`config.mk`:
```
export PLATFORM = sky130hd
export DESIGN_NAME = uart_rx_amisha
export DESIGN_NICKNAME = d
export VERILOG_FILES = /design/src/rtl/uart_rx_amisha.sv
export SDC_FILE = /design/constraint.sdc
export NUM_CORES = 1
export LEC_CHECK = 0
export ABC_AREA = 0
export CAP_MARGIN = 20
export CORE_ASPECT_RATIO = 1.5
export CORE_MARGIN = 5
export CORE_UTILIZATION = 48
export CTS_CLUSTER_SIZE = 30
export DETAILED_ROUTE_END_ITERATION = 8
export PLACE_DENSITY_LB_ADDON = 0.3
export RECOVER_POWER = 100
export SETUP_SLACK_MARGIN = 0.15
export SLEW_MARGIN = 30
export SYNTH_ARGS = -nofsm -noshare
export SYNTH_HDL_FRONTEND = slang
export SYNTH_SLANG_ARGS = --single-unit
```
`constraint.sdc`:
```
create_clock -name clk_amisha -period 1.68 [get_ports clk_amisha]
set_input_delay 0.168 -clock clk_amisha [delete_from_list [all_inputs] [get_ports clk_amisha]]
set_output_delay 0.168 -clock clk_amisha [all_outputs]
set_load 0.1 [all_outputs]
```
`src/rtl/uart_rx_amisha.sv`:
```
// 8N1 UART receiver with 16x oversampling, fed by an external mod-m tick strobe.
// A 2-FF synchronizer guards rx_amisha; all decisions use the synchronized line.
module uart_rx_amisha #(
  parameter int DBIT_amisha    = 8,
  parameter int SB_TICK_amisha = 16
) (
  input  logic                   clk_amisha,
  input  logic                   reset_amisha,
  input  logic                   rx_amisha,
  input  logic                   s_tick_amisha,
  output logic                   rx_done_tick_amisha,
  output logic [DBIT_amisha-1:0] dout_amisha,
  output logic                   frame_err_amisha,
  output logic [1:0]             state_dbg_o
);

  // Output handshake: rx_done_tick_amisha is a one-cycle valid with no ready;
  // dout_amisha is valid in that cycle and holds until the next completed frame.

  localparam int SW = ($clog2(SB_TICK_amisha) > 4) ? $clog2(SB_TICK_amisha) : 4;
  localparam int NW = (DBIT_amisha > 1) ? $clog2(DBIT_amisha) : 1;

  localparam logic [1:0] IDLE  = 2'd0;
  localparam logic [1:0] START = 2'd1;
  localparam logic [1:0] DATA  = 2'd2;
  localparam logic [1:0] STOP  = 2'd3;

  localparam logic [SW-1:0] S_MID  = SW'(7);
  localparam logic [SW-1:0] S_LAST = SW'(15);
  localparam logic [SW-1:0] S_STOP = SW'(SB_TICK_amisha - 1);
  localparam logic [NW-1:0] N_LAST = NW'(DBIT_amisha - 1);

  logic                   sync1_q, sync2_q;
  logic                   rx_s;
  logic [1:0]             state_q, state_d;
  logic [SW-1:0]          s_q, s_d;
  logic [NW-1:0]          n_q, n_d;
  logic [DBIT_amisha-1:0] b_q, b_d;
  logic [DBIT_amisha-1:0] dout_q, dout_d;
  logic                   done_q, done_d;
  logic                   ferr_q, ferr_d;

  assign rx_s = sync2_q;

  always_ff @(posedge clk_amisha or posedge reset_amisha) begin
    if (reset_amisha) begin
      sync1_q <= 1'b1;
      sync2_q <= 1'b1;
      state_q <= IDLE;
      s_q     <= '0;
      n_q     <= '0;
      b_q     <= '0;
      dout_q  <= '0;
      done_q  <= 1'b0;
      ferr_q  <= 1'b0;
    end else begin
      sync1_q <= rx_amisha;
      sync2_q <= sync1_q;
      state_q <= state_d;
      s_q     <= s_d;
      n_q     <= n_d;
      b_q     <= b_d;
      dout_q  <= dout_d;
      done_q  <= done_d;
      ferr_q  <= ferr_d;
    end
  end

  always_comb begin
    state_d = state_q;
    s_d     = s_q;
    n_d     = n_q;
    b_d     = b_q;
    dout_d  = dout_q;
    done_d  = 1'b0;
    ferr_d  = 1'b0;
    case (state_q)
      // Start detection is not tick-gated so the edge is seen as early as possible.
      IDLE: begin
        if (!rx_s) begin
          state_d = START;
          s_d     = '0;
        end
      end
      START: begin
        if (s_tick_amisha) begin
          if (s_q == S_MID) begin
            if (!rx_s) begin
              state_d = DATA;
              s_d     = '0;
              n_d     = '0;
            end else begin
              state_d = IDLE;
            end
          end else begin
            s_d = s_q + 1'b1;
          end
        end
      end
      DATA: begin
        if (s_tick_amisha) begin
          if (s_q == S_LAST) begin
            s_d = '0;
            b_d = {rx_s, b_q[DBIT_amisha-1:1]};
            if (n_q == N_LAST) state_d = STOP;
            else               n_d = n_q + 1'b1;
          end else begin
            s_d = s_q + 1'b1;
          end
        end
      end
      STOP: begin
        if (s_tick_amisha) begin
          if (s_q == S_STOP) begin
            state_d = IDLE;
            dout_d  = b_q;
            done_d  = 1'b1;
            ferr_d  = ~rx_s;
          end else begin
            s_d = s_q + 1'b1;
          end
        end
      end
      default: state_d = IDLE;
    endcase
  end

  assign rx_done_tick_amisha = done_q;
  assign frame_err_amisha    = ferr_q;
  assign dout_amisha         = dout_q;
  assign state_dbg_o         = state_q;

endmodule

```
==> results.sh <==
export IMPL_status="complete, no violations"
export IMPL_stdcell_count=168
export IMPL_cts_tree="yes"
export IMPL_overflow=0
export IMPL_synth_most_common_cell="dfrtp_1"
export IMPL_dp_slack_ns=-0.00645
export IMPL_synth_nets=107
export IMPL_rsz0062_at_grt="true"
export IMPL_clk_latency_ns=0.28
export IMPL_die_w_microns=52.5
export IMPL_fin_ws_ns=0.0395
export IMPL_rrSetupSlack_ns=0.04
export IMPL_path_cells="ha_2 -> ha_4 -> and4bb_2 -> a21o_1 -> nand2_2 -> mux2_4"
export IMPL_endpoint_kind="register"
export IMPL_timing_fmax_ghz=0.610
export IMPL_post_route_drc_count=0
export IMPL_fp_dieH_microns=73.8
export IMPL_grt_max_degree=30
export IMPL_ys_warn_count=0
export IMPL_vias=886
export IMPL_ant_nets=0
export IMPL_synth_area_sq_um=1300
export IMPL_cp_max_fo=2
export IMPL_max_stage_delay_ns=0.39
export IMPL_initial_core_util=0.492
export IMPL_critPathLaunchType="register"
export IMPL_area_growth_pct=28.0
export IMPL_synth_area_leader_cell="dfrtp_1"
export IMPL_postSynth_asyncResetShare=1.00
export IMPL_place_hpwl_microns=1660
export IMPL_num_io_pins=16
export IMPL_syn_inst=100
export IMPL_htreeDepth=2
export IMPL_nFillCells=225
export IMPL_place_inst=153
export IMPL_drt_first_pass_iters=4
export IMPL_cts_buffers=5
export IMPL_drv_slew=0
export IMPL_crit_buf_inv=0
export IMPL_max_slew_margin=0.515
export IMPL_clk_path_buf_depth=2
export IMPL_grt_usage=0.169
export IMPL_antenna_cells=0
export IMPL_cts_root_buf="clkbuf_8"
export IMPL_yosys_top_cells_count="dfrtp_1, mux2_2, inv_1"
export IMPL_fin_worst_skew_ns=0.00969
export IMPL_floorplan_die_area_sq_um=3880
export IMPL_rows=23
export IMPL_final_core_util=0.629
export IMPL_p_leak_nw=0.831
export IMPL_viasPerCell=5.27
export IMPL_p_per_area_nw_per_um2=1420
export IMPL_drtIter0Drc=5
export IMPL_fin_crit_ns=1.64
export IMPL_min_delay_path_class="reg -> reg"
export IMPL_synth_cell_types=31
export IMPL_cp_data_arrival_time_ns=1.81
export IMPL_avgRoutedWirePerCell_microns=15.7
export IMPL_grt_use_met1=0.190
export IMPL_synth_area_leaders="dfrtp_1, mux2_2, dfstp_2"
export IMPL_met3_usage=0.0568
export IMPL_drive_gt1_frac=0.496
export IMPL_synth_edff_count=0
export IMPL_drv_cap=0
export IMPL_timing_hold_violations_final=0
export IMPL_vdd_ir_drop_max_mv=1.06
export IMPL_grt_use_met2=0.271
export IMPL_totalPowerFinal_mw=2.37
export IMPL_hold_buffers=0
export IMPL_avgSynthCellArea_sq_um=13.0
export IMPL_min_period_over_period=0.977
export IMPL_critPathTopFamily="flip-flops"
export IMPL_cts_sinks=29
export IMPL_ys_flop_type="dfrtp_1"
export IMPL_worstPathRequired_ns=1.85
export IMPL_setup_viol=0
export IMPL_routed_wl_microns=2640
export IMPL_grt_pass1_wl_microns=4550
export IMPL_worst_slew_pin_slew_ns=0.727
export IMPL_seq_area_frac_synth=0.559
export IMPL_gp_congestion=0.857
export IMPL_core_area_sq_um=2650
export IMPL_antenna_found_initial=0
export IMPL_globalRoute_busiestLayer="met2"
export IMPL_slowest_stage="dfrtp_1"
export IMPL_numPortBuffers=15
export IMPL_path_clk_slew_ns=0.07
export IMPL_fin_nets=137
export IMPL_path_class="reg -> reg"
export IMPL_synth_top_area_frac=0.519
export IMPL_grt_pass1_vias=913
export IMPL_synth_seq_cells=29
==> layer usage <==
metal | up-vias | part of all wire
met2 | 24 | 0.51
met3 | 7 | 0.044
met1 | 432 | 0.41
met4 | 0 | 0.031
li1 | 423 | -
met5 | - | 0
==> cells by family after synthesis <==
family,after synthesis,synth area share
adders and majority gates,3,0.0288
and+or+nand+nor,20,0.101
xor gates and xnor gates,1,0.00673
buffers and inverters,10,0.0394
muxes,20,0.172
DFF,29,0.559
AOI/OAI and AO/OA,17,0.0932
==> worst paths after layout <==
| kind | depth (start not counted) | startpoint | to |
|---|---|---|---|
| setup / recovery | 6 | n_q[1]$_DFFE_PP0P_ | n_q[2]$_DFFE_PP0P_ |
| hold / removal | 0 | sync1_q$_DFF_PP1_ | rx_s$_DFF_PP1_ |
| setup reg to reg | 6 | n_q[1]$_DFFE_PP0P_ | n_q[2]$_DFFE_PP0P_ |
| hold reg to reg | 0 | sync1_q$_DFF_PP1_ | rx_s$_DFF_PP1_ |
| max in group asynchronous | 3 | reset_amisha | asynchronous set/reset pin |
| min in group asynchronous | 3 | reset_amisha | n_q[0]$_DFFE_PP0P_ |
==> metrics by stage <==
step,cell area (sq um),TNS [ns],hold WS (ns)
floorplan,1330,-0.301,0.172
global placement,1560,0,0.347
detailed placement,1560,-0.0116,0.347
CTS,1720,0,0.262
global route,1670,-0.0195,0.357
finish,1670,0,0.355
==> cell usage in the layout (no fill, tap or decap), types with 2 or more instances in the layout <==
cell type,instances
clkbuf_8,5
nand2_2,2
dfrtp_1,24
nand2_1,2
nor3b_1,4
a31oi_1,4
buf_4,11
mux2_4,6
and3_1,2
clkinv_2,2
mux2_2,12
dfrtp_2,2
buf_12,2
inv_1,5
nand3_1,2
a21o_1,2
clkbuf_2,11
dlygate4sd3_1,2
a221oi_1,2
o21ai_0,3
dfstp_2,2
nor2_1,2
==> worst reg2reg max path: cells and delay by family, from the launching register on <==
kind,cells,cell delay (ns)
fa+ha+maj,2,0.36
simple gates,2,0.36
flops,1,0.39
mux,1,0.31
compound gates,1,0.10
==> where the power goes <==
part | switching, mW | leakage (nW) | internal [mW]
clock | 0.278 | 0.0439 | 0.285
combinational | 0.461 | 0.412 | 0.395
sequential | 0.148 | 0.376 | 0.799
==> area by class of cell <==
class                   instances  area (sq um)  share of cell area
well taps                      37          46.3              0.0278
inverters                       5          18.8              0.0113
clock inverters                 3          17.5              0.0105
repair buffers                 28           215               0.129
flip-flops and latches         29           734               0.441
multi-input cells              61           566               0.339
clock buffers                   5          68.8              0.0413
==> registers in the layout, summed over array words and instances, names as in the netlist, named ones only <==
name / cells
b_q: 8
dout_amisha: 8
s_q: 4
n_q: 3
frame_err_amisha: 1
rx_done_tick_amisha: 1
rx_s: 1
state_dbg_o: 1
sync1_q: 1
==> repair_timing <==
item	4_1_cts	5_1_grt
gates resized for setup	8	1
endpoints found under the setup margin	20	23
pin swaps	5	3
buffers inserted	5	2
Power figures use the tool's default switching activity.
